## config.mk

```make
export PLATFORM = sky130hd
export DESIGN_NAME = regfile_read_arbiter
export DESIGN_NICKNAME = d
export VERILOG_FILES = /design/src/rtl/regfile_read_arbiter.sv
export SDC_FILE = /design/constraint.sdc
export NUM_CORES = 1
export LEC_CHECK = 0
export BUFFER_PORTS_ARGS = -buffer_cell sky130_fd_sc_hd__buf_2
export CAP_MARGIN = 20
export CORE_ASPECT_RATIO = 1.75
export CORE_MARGIN = 5
export CORE_UTILIZATION = 45
export DETAILED_ROUTE_END_ITERATION = 10
export PLACE_DENSITY = 0.8
export SLEW_MARGIN = 20
export SYNTH_ARGS = -nofsm -noshare
export SYNTH_HDL_FRONTEND = slang
export SYNTH_SLANG_ARGS = --single-unit
export TNS_END_PERCENT = 5
```

## constraint.sdc

```tcl
create_clock -name clk -period 1.6 [get_ports clk]
set_input_delay 0 -clock clk [delete_from_list [all_inputs] [get_ports clk]]
set_output_delay 0 -clock clk [all_outputs]
set_load 0.02 [all_outputs]
```

## src/rtl/regfile_read_arbiter.sv

```systemverilog
// Round-robin read arbiter for four requesters sharing one 16-entry register read mux.
// Optional response timeout is enabled with the RDARB_TIMEOUT_EN macro.
module regfile_read_arbiter (
    input  logic        clk,
    input  logic        rst,
    input  logic [3:0]  req,
    input  logic [19:0] addr,
    input  logic        rready,
    input  logic [31:0] mux_out,
    output logic [4:0]  card,
    output logic [3:0]  gnt,
    output logic [31:0] rdata,
    output logic        rvalid,
    output logic [1:0]  rid,
    output logic        err,
    output logic        timeout
);

    typedef enum logic [1:0] {
        IDLE = 2'd0,
        SEL  = 2'd1,
        RESP = 2'd2
    } state_t;

    state_t      state_q, state_d;
    logic [1:0]  ptr_q, ptr_d;
    logic [3:0]  gnt_q, gnt_d;
    logic [4:0]  card_q, card_d;
    logic [31:0] rdata_q, rdata_d;
    logic [1:0]  rid_q, rid_d;
    logic        rvalid_q, rvalid_d;
    logic        err_q, err_d;
    logic        timeout_q, timeout_d;
`ifdef RDARB_TIMEOUT_EN
    logic [3:0]  cnt_q, cnt_d;
`endif

    logic [1:0]  winner_s;
    logic [1:0]  idx_s;
    logic        any_s;
    logic [4:0]  win_addr_s;

    // Round-robin search: scan offsets high to low so the closest requester above ptr wins.
    always_comb begin
        winner_s = ptr_q;
        any_s    = 1'b0;
        idx_s    = 2'd0;
        for (int k = 3; k >= 0; k--) begin
            idx_s = ptr_q + 2'(k);
            if (req[idx_s]) begin
                winner_s = idx_s;
                any_s    = 1'b1;
            end else begin
                winner_s = winner_s;
            end
        end
    end

    // Register index of the winning requester.
    always_comb begin
        case (winner_s)
            2'd0:    win_addr_s = addr[4:0];
            2'd1:    win_addr_s = addr[9:5];
            2'd2:    win_addr_s = addr[14:10];
            2'd3:    win_addr_s = addr[19:15];
            default: win_addr_s = 5'd0;
        endcase
    end

    // Next-state and output register logic.
    always_comb begin
        state_d   = state_q;
        ptr_d     = ptr_q;
        gnt_d     = gnt_q;
        card_d    = card_q;
        rdata_d   = rdata_q;
        rid_d     = rid_q;
        rvalid_d  = rvalid_q;
        err_d     = err_q;
        timeout_d = 1'b0;
`ifdef RDARB_TIMEOUT_EN
        cnt_d     = cnt_q;
`endif
        case (state_q)
            IDLE: begin
                if (any_s) begin
                    gnt_d   = 4'b0001 << winner_s;
                    rid_d   = winner_s;
                    card_d  = win_addr_s;
                    state_d = SEL;
                end else begin
                    state_d = IDLE;
                end
            end
            SEL: begin
                rvalid_d = 1'b1;
                state_d  = RESP;
`ifdef RDARB_TIMEOUT_EN
                cnt_d    = 4'd0;
`endif
                // Indices 16-31 have no backing register: flag and return zero.
                if (card_q[4]) begin
                    rdata_d = 32'd0;
                    err_d   = 1'b1;
                end else begin
                    rdata_d = mux_out;
                    err_d   = 1'b0;
                end
            end
            RESP: begin
                if (rready) begin
                    rvalid_d = 1'b0;
                    err_d    = 1'b0;
                    gnt_d    = 4'd0;
                    ptr_d    = rid_q + 2'd1;
                    state_d  = IDLE;
                end else begin
`ifdef RDARB_TIMEOUT_EN
                    if (cnt_q == 4'd15) begin
                        rvalid_d  = 1'b0;
                        err_d     = 1'b0;
                        gnt_d     = 4'd0;
                        ptr_d     = rid_q + 2'd1;
                        timeout_d = 1'b1;
                        state_d   = IDLE;
                    end else begin
                        cnt_d = cnt_q + 4'd1;
                    end
`else
                    state_d = RESP;
`endif
                end
            end
            default: begin
                state_d = IDLE;
            end
        endcase
    end

    // State and output registers with synchronous reset.
    always_ff @(posedge clk) begin
        if (rst) begin
            state_q   <= IDLE;
            ptr_q     <= 2'd0;
            gnt_q     <= 4'd0;
            card_q    <= 5'd0;
            rdata_q   <= 32'd0;
            rid_q     <= 2'd0;
            rvalid_q  <= 1'b0;
            err_q     <= 1'b0;
            timeout_q <= 1'b0;
`ifdef RDARB_TIMEOUT_EN
            cnt_q     <= 4'd0;
`endif
        end else begin
            state_q   <= state_d;
            ptr_q     <= ptr_d;
            gnt_q     <= gnt_d;
            card_q    <= card_d;
            rdata_q   <= rdata_d;
            rid_q     <= rid_d;
            rvalid_q  <= rvalid_d;
            err_q     <= err_d;
            timeout_q <= timeout_d;
`ifdef RDARB_TIMEOUT_EN
            cnt_q     <= cnt_d;
`endif
        end
    end

    assign card    = card_q;
    assign gnt     = gnt_q;
    assign rdata   = rdata_q;
    assign rvalid  = rvalid_q;
    assign rid     = rid_q;
    assign err     = err_q;
    assign timeout = timeout_q;

endmodule

```

==> flow_metrics.env, run 1 <==
export IMPL_outcome="completed"
export IMPL_final_max_slew_violation_count=0
export IMPL_route_detailed_wl_per_inst_um=14.2
export IMPL_path_cells="o31ai_1 > o311ai_4 > or3_1 > a21oi_2"
export IMPL_period_needed_ns=1.48
export IMPL_grt_met2_usage=0.315
export IMPL_cts_setup_buffers=0
export IMPL_grt_overflow_total=0
export IMPL_post_synthesis_cell_type_with_the_largest_combined_area="dfxtp_1"
export IMPL_first_global_vias=2005
export IMPL_comb_power_share=0.259
export IMPL_netSwitchingPower_uw=916
export IMPL_cts_sink_count=49
export IMPL_io_pin_count=105
export IMPL_drive_above_1_share=0.363
export IMPL_rsz_0062_raised_after_global_routing="false"
export IMPL_maximum_clock_path_buffer_count=2
export IMPL_synth_warnings=0
export IMPL_crit_path_max_fanout=7
export IMPL_dieHeight_um=100
export IMPL_worst_r2r_setup_slack_ns=0.12
export IMPL_critPathBufInv=0
export IMPL_global_route_wire_length_before_repair_mm=9.09
export IMPL_leakage_uw=0.00126
export IMPL_hold_path_endpoint="card[4]$_SDFFE_PP0N_"
export IMPL_floorplan_initialDensity=0.454
export IMPL_synth_area_top_cells="dfxtp_1, nor3b_1, a21oi_1"
export IMPL_fp_row_count=33
export IMPL_violation_count_after_the_first_detailed_routing_iteration=96
export IMPL_globalRoute_busiestLayer="met2"
export IMPL_critical_path_top_delay_family="compound AO/OA/AOI/OAI gates"
export IMPL_critPathArrivalTime_ns=1.72
export IMPL_worstReg2RegStart="ptr_q[1]$_SDFFE_PP0P_"
export IMPL_internal_power_uw=1930
export IMPL_final_hold_viol_count=0
export IMPL_share_seq_of_total_power=0.484
export IMPL_dp_hpwl_mm=4.10
export IMPL_setup_viol_count_final=0
export IMPL_drc_errors=0
export IMPL_criticalPathCategory="flop to flop"
export IMPL_cts_tree="done"
export IMPL_die_wd_um=61.7
export IMPL_worst_setup_path_start_kind="flop"
export IMPL_timing_worst_slew_pin_value_ns=0.539
export IMPL_clock_latency_at_the_later_pin_of_the_worst_skew_pair_ns=0.30
export IMPL_fmax_ghz=0.677
export IMPL_hold_path_class="input port to flop"
export IMPL_hold_start="addr[19]"
export IMPL_nets=397
export IMPL_worst_ep_required_time_ns=1.84
export IMPL_root_buffer_master="clkbuf_8"
export IMPL_number_of_levels_in_the_clock_h_tree=2
export IMPL_final_setup_tns_ns=0
export IMPL_p_sw_frac=0.322
export IMPL_critPathMaxStageDelay_ns=0.39
export IMPL_finalWirelength_mm=5.55
export IMPL_antenna_found_initial=0
export IMPL_crit_reg2reg_capture="gnt[0]$_SDFFE_PP0P_"
export IMPL_yosysTopAreaCellShare=0.467
export IMPL_synthesis_area_um2=2100
export IMPL_syn_num_nets=299
export IMPL_yosys_register_bits=49
export IMPL_final_util=0.600
export IMPL_numCtsBuffers=5
export IMPL_use_met1=0.228
export IMPL_route_antenna_remaining_nets=0
export IMPL_portBuffers=103
export IMPL_clock_skew_final_ns=0.00477
export IMPL_floorplan_core_area_um2=4620
export IMPL_fin_area_um2=2770
export IMPL_power_per_cell_area_nw_per_um2=1020
export IMPL_clock_power_share=0.257
export IMPL_grt_usage=0.191
export IMPL_crit_slowest_cell="or3_1"
export IMPL_gpl_final_weighted_congestion=0.906
export IMPL_viasPerCell=5.31
export IMPL_worst_setup_hold_path_clk_slew_ns=0.09
export IMPL_timing_final_crit_share=0.924
export IMPL_worstHoldPathCells=3
export IMPL_place_area_um2=2650
export IMPL_portion_of_the_post_synthesis_area_used_by_sequential_elements=0.467
export IMPL_synth_cells=240
export IMPL_critPathCaptureType="flop"
export IMPL_antenna_cells_inserted=0
export IMPL_rr_worst_depth=4
export IMPL_die_area_um2=6190
export IMPL_cap_violations=0
export IMPL_maximum_number_of_pins_on_one_net_before_global_route_repair=68
export IMPL_grt_util_met3=0.0450
export IMPL_vias=2076
export IMPL_slew_limit_headroom=0.639
export IMPL_detailedRoute_firstPassIterationCount=4
export IMPL_synth_cell_types=30
export IMPL_avgSynthCellArea_um2=8.75
export IMPL_maximum_resistive_drop_on_vdd_mv=0.795
export IMPL_synthToLayoutAreaGrowth_pct=32.0
## flip-flops by register name, indices dropped and copies added (netlist names)
register / cells
state_q: 2
rid: 2
err: 1
rdata: 32
rvalid: 1
card: 5
gnt: 4
ptr_q: 2
## stage by stage
step	cells	power (uW)	setup WS, ns	hold WS, ns
6_report	391	2840	0.122	0.0136
5_1_grt	391	3020	0.0339	0.00127
4_1_cts	391	2870	0.0994	0.00859
3_5_place_dp	381	2140	0.120	0.299
3_3_place_gp	381	2120	0.194	0.299
2_1_floorplan	240	1880	0.204	0.0795
## power by group through the flow
stage | sequential (uW) | clock, uW | combinational, uW
after global placement | 1400 | 0 | 716
after global routing | 1390 | 810 | 815
after detailed placement | 1400 | 0 | 731
final | 1380 | 730 | 736
after CTS | 1380 | 753 | 738
after floorplan | 1520 | 0 | 364
## worst min-delay path, delay by kind of cell
family          cells  cell delay, ns
mux                 1            0.06
buf+inv             1            0.08
compound gates      1            0.13
## final cells by class
| type | instances | area [um2] |
|---|---|---|
| timing repair buffer | 111 | 606 |
| multi-input combinational | 169 | 1020 |
| tap | 52 | 65.1 |
| fill | 427 | 1850 |
| clock inverter | 3 | 21.3 |
| clock buffer | 5 | 68.8 |
| inverter | 2 | 7.51 |
| sequential | 49 | 982 |
## worst max-delay path by stage
stage	from	endpoint	slack (ns)	cells after the start
global route	ptr_q[1]$_SDFFE_PP0P_	card[1]$_SDFFE_PP0N_	0.03	6
CTS	ptr_q[1]$_SDFFE_PP0P_	card[3]$_SDFFE_PP0N_	0.1	5
finish	ptr_q[1]$_SDFFE_PP0P_	gnt[0]$_SDFFE_PP0P_	0.12	4
global placement	ptr_q[1]$_SDFFE_PP0P_	card[2]$_SDFFE_PP0N_	0.19	5
floorplan	ptr_q[1]$_SDFFE_PP0P_	card[0]$_SDFFE_PP0N_	0.20	7
detailed placement	ptr_q[1]$_SDFFE_PP0P_	card[4]$_SDFFE_PP0N_	0.12	5
## synthesized netlist by cell type (all sizes together)
library cell,instances
dfxtp,49
nor2,40
nand2b,2
o311ai,1
a211o,1
conb,1
o221ai,5
or3,1
xor2,1
inv,2
nand3,6
o31ai,1
a211oi,2
nor2b,2
mux2i,10
or3b,1
clkbuf,14
nand2,6
a21oi,44
nor3b,32
o221a,1
o21ai,2
nand3b,9
a2bb2oi,1
buf,6
## cells by family (layout without fill, tap and decap cells)
group / after synthesis / in the layout / share of synthesized area
and+or+nand+nor: 99 / 99 / 0.263
AOI/OAI and AO/OA: 58 / 58 / 0.164
DFF: 49 / 49 / 0.467
buffers and inverters: 22 / 121 / 0.0518
muxes: 10 / 10 / 0.0476
other: 1 / 1 / 0.00179
xor gates and xnor gates: 1 / 1 / 0.00417
## timing repair
item                                   in CTS  in global routing
resized for setup                           0                  2
endpoints found under the hold margin       2                  0
hold buffers                                2                  0
setup endpoints to repair                   0                  3
## per-layer routing
layer,share of wire,vias to the layer above,routed length [um]
li1,-,1033,-
met1,0.39,969,2140
met2,0.54,62,2980
met3,0.051,12,284
met4,0.026,0,143
met5,0,-,0
## placed cells by master, fill, tap and decap left out, drive strengths merged, types with 3 or more instances in the layout
cell,n
nand3,6
buf,109
nor3b,32
o221ai,5
nor2,40
mux2i,10
inv,3
nand2,6
nand3b,9
dfxtp,49
clkbuf,5
a21oi,44
Note: power is estimated with default switching activity, not from simulation.
==> run 2, diff against run 1 <==
CELL_PAD_IN_SITES_DETAIL_PLACEMENT = 0   (was unset)
CELL_PAD_IN_SITES_GLOBAL_PLACEMENT = 1   (was unset)
CORE_UTILIZATION = 32   (was 45)
==> flow_metrics.env, run 2 (same netlist as run 1, synthesis figures left out) <==
export IMPL_floorplan_core_area_um2=6490
export IMPL_worst_setup_hold_path_clk_slew_ns=0.07
export IMPL_pnr_worst_setup_slack_ns=0.0832
export IMPL_nets=395
export IMPL_cts_hold_fix_buffers=0
export IMPL_largest_register_ffs=32
export IMPL_timing_final_crit_share=0.948
export IMPL_number_of_levels_in_the_clock_h_tree=2
export IMPL_crit_slowest_cell="or3_1"
export IMPL_final_max_slew_violation_count=0
export IMPL_routedLengthMet1_mm=2.25
export IMPL_met2_wire_length_mm=3.26
export IMPL_worst_setup_path_start_kind="flop"
export IMPL_outcome="completed"
export IMPL_detailedRoute_firstPassIterationCount=4
export IMPL_final_cell_mix="buf_2, dfxtp_1, a21oi_1, nor2_1, nor3b_1"
export IMPL_critPathArrivalTime_ns=1.74
export IMPL_antenna_found_initial=0
export IMPL_leakage_uw=0.00129
export IMPL_die_wd_um=71.3
export IMPL_hold_path_class="input port to flop"
export IMPL_criticalPathCategory="flop to flop"
export IMPL_path_cells="o31ai_1 > o311ai_4 > or3_1 > a21oi_2"
export IMPL_p_sw_frac=0.290
export IMPL_clock_power_share=0.340
export IMPL_cts_setup_buffers=0
export IMPL_route_detailed_wl_per_inst_um=14.2
export IMPL_vias=2024
export IMPL_period_needed_ns=1.52
export IMPL_layout_cells_most_common="buf_2"
export IMPL_crit_path_max_fanout=7
export IMPL_top_layer_used="met4"
export IMPL_route_antenna_remaining_nets=0
export IMPL_clock_latency_at_the_later_pin_of_the_worst_skew_pair_ns=0.28
export IMPL_cts_tree="done"
export IMPL_grt_overflow_total=0
export IMPL_dr_wl_met3_um=326
export IMPL_fmax_ghz=0.659
export IMPL_power_per_cell_area_nw_per_um2=1120
export IMPL_slew_limit_headroom=0.660
export IMPL_antenna_cells_inserted=0
export IMPL_rsz_0062_raised_after_global_routing="false"
export IMPL_comb_power_share=0.230
export IMPL_instances_no_fill=419
export IMPL_gpl_final_weighted_congestion=0.774
export IMPL_maximum_number_of_pins_on_one_net_before_global_route_repair=68
export IMPL_die_area_um2=8350
export IMPL_dieHeight_um=117
export IMPL_maximum_clock_path_buffer_count=2
export IMPL_internal_power_uw=2280
export IMPL_cap_violations=0
export IMPL_synthToLayoutAreaGrowth_pct=37.0
export IMPL_share_seq_of_total_power=0.430
export IMPL_dp_hpwl_mm=4.33
export IMPL_placed_cells=411
export IMPL_cts_sink_count=49
export IMPL_numCtsBuffers=5
export IMPL_maximum_resistive_drop_on_vdd_mv=0.565
export IMPL_grt_usage=0.141
export IMPL_io_pin_count=105
export IMPL_global_route_wire_length_before_repair_mm=9.36
export IMPL_clock_skew_final_ns=0.00701
export IMPL_first_global_vias=1979
export IMPL_critPathCaptureType="flop"
export IMPL_drc_errors=0
export IMPL_root_buffer_master="clkbuf_16"
export IMPL_violation_count_after_the_first_detailed_routing_iteration=114
export IMPL_drive_above_1_share=0.380
export IMPL_finalWirelength_mm=5.94
export IMPL_final_hold_viol_count=0
export IMPL_timing_worst_slew_pin_value_ns=0.507
export IMPL_final_setup_tns_ns=0
export IMPL_floorplan_initialDensity=0.324
export IMPL_netSwitchingPower_uw=932
export IMPL_worst_ep_required_time_ns=1.82
export IMPL_viasPerCell=4.83
export IMPL_fp_row_count=39
export IMPL_resized_cells_post_cts=0
export IMPL_dp_slack_ns=0.0652
export IMPL_setup_viol_count_final=0
export IMPL_critPathMaxStageDelay_ns=0.40
export IMPL_portBuffers=103
==> run 2: final cells by class <==
cell class / instances / area (um2)
fill: 686 / 3610
multi-input combinational: 169 / 1040
sequential: 49 / 982
timing repair buffer: 109 / 586
clock buffer: 7 / 153
tap: 82 / 103
inverter: 2 / 7.51
clock inverter: 1 / 5.00
==> run 2: worst max-delay path, delay by kind of cell (launching register included) <==
kind	cells	cell delay, ns
AO/OA/AOI/OAI	3	0.73
flip-flops	1	0.33
AND/OR/NAND/NOR	1	0.40
==> run 2: final timing paths <==
path                          from                   end  slack (ns)  depth (start not counted)
min                       addr[19]  card[4]$_SDFFE_PP0N_        0.01                          3
max reg2reg  ptr_q[1]$_SDFFE_PP0P_   gnt[0]$_SDFFE_PP0P_        0.08                          4
min reg2reg    gnt[1]$_SDFFE_PP0P_   gnt[1]$_SDFFE_PP0P_        0.47                          2
max          ptr_q[1]$_SDFFE_PP0P_   gnt[0]$_SDFFE_PP0P_        0.08                          4
==> run 2: metrics by stage <==
stage	utilization	area, um2	hold WS [ns]	power [uW]
after floorplan	-	2100	0.0795	1880
after global placement	0.414	2690	0.294	2130
after detailed placement	0.414	2690	0.296	2140
after CTS	0.439	2850	0.000231	3250
after global routing	0.443	2880	0.0184	3390
final	0.443	2880	0.0104	3210
==> run 2: power groups by stage <==
stage | sequential [uW] | combinational, uW | clock (uW)
2_1_floorplan | 1520 | 364 | 0
3_3_place_gp | 1410 | 730 | 0
3_5_place_dp | 1410 | 737 | 0
4_1_cts | 1380 | 738 | 1130
5_1_grt | 1390 | 823 | 1170
6_report | 1380 | 738 | 1090
==> run 2: metal layers <==
metal,global-route usage,vias up
met4,0.0577,0
met3,0.0291,7
met1,0.149,925
li1,-,1033
met5,0,-
met2,0.267,59
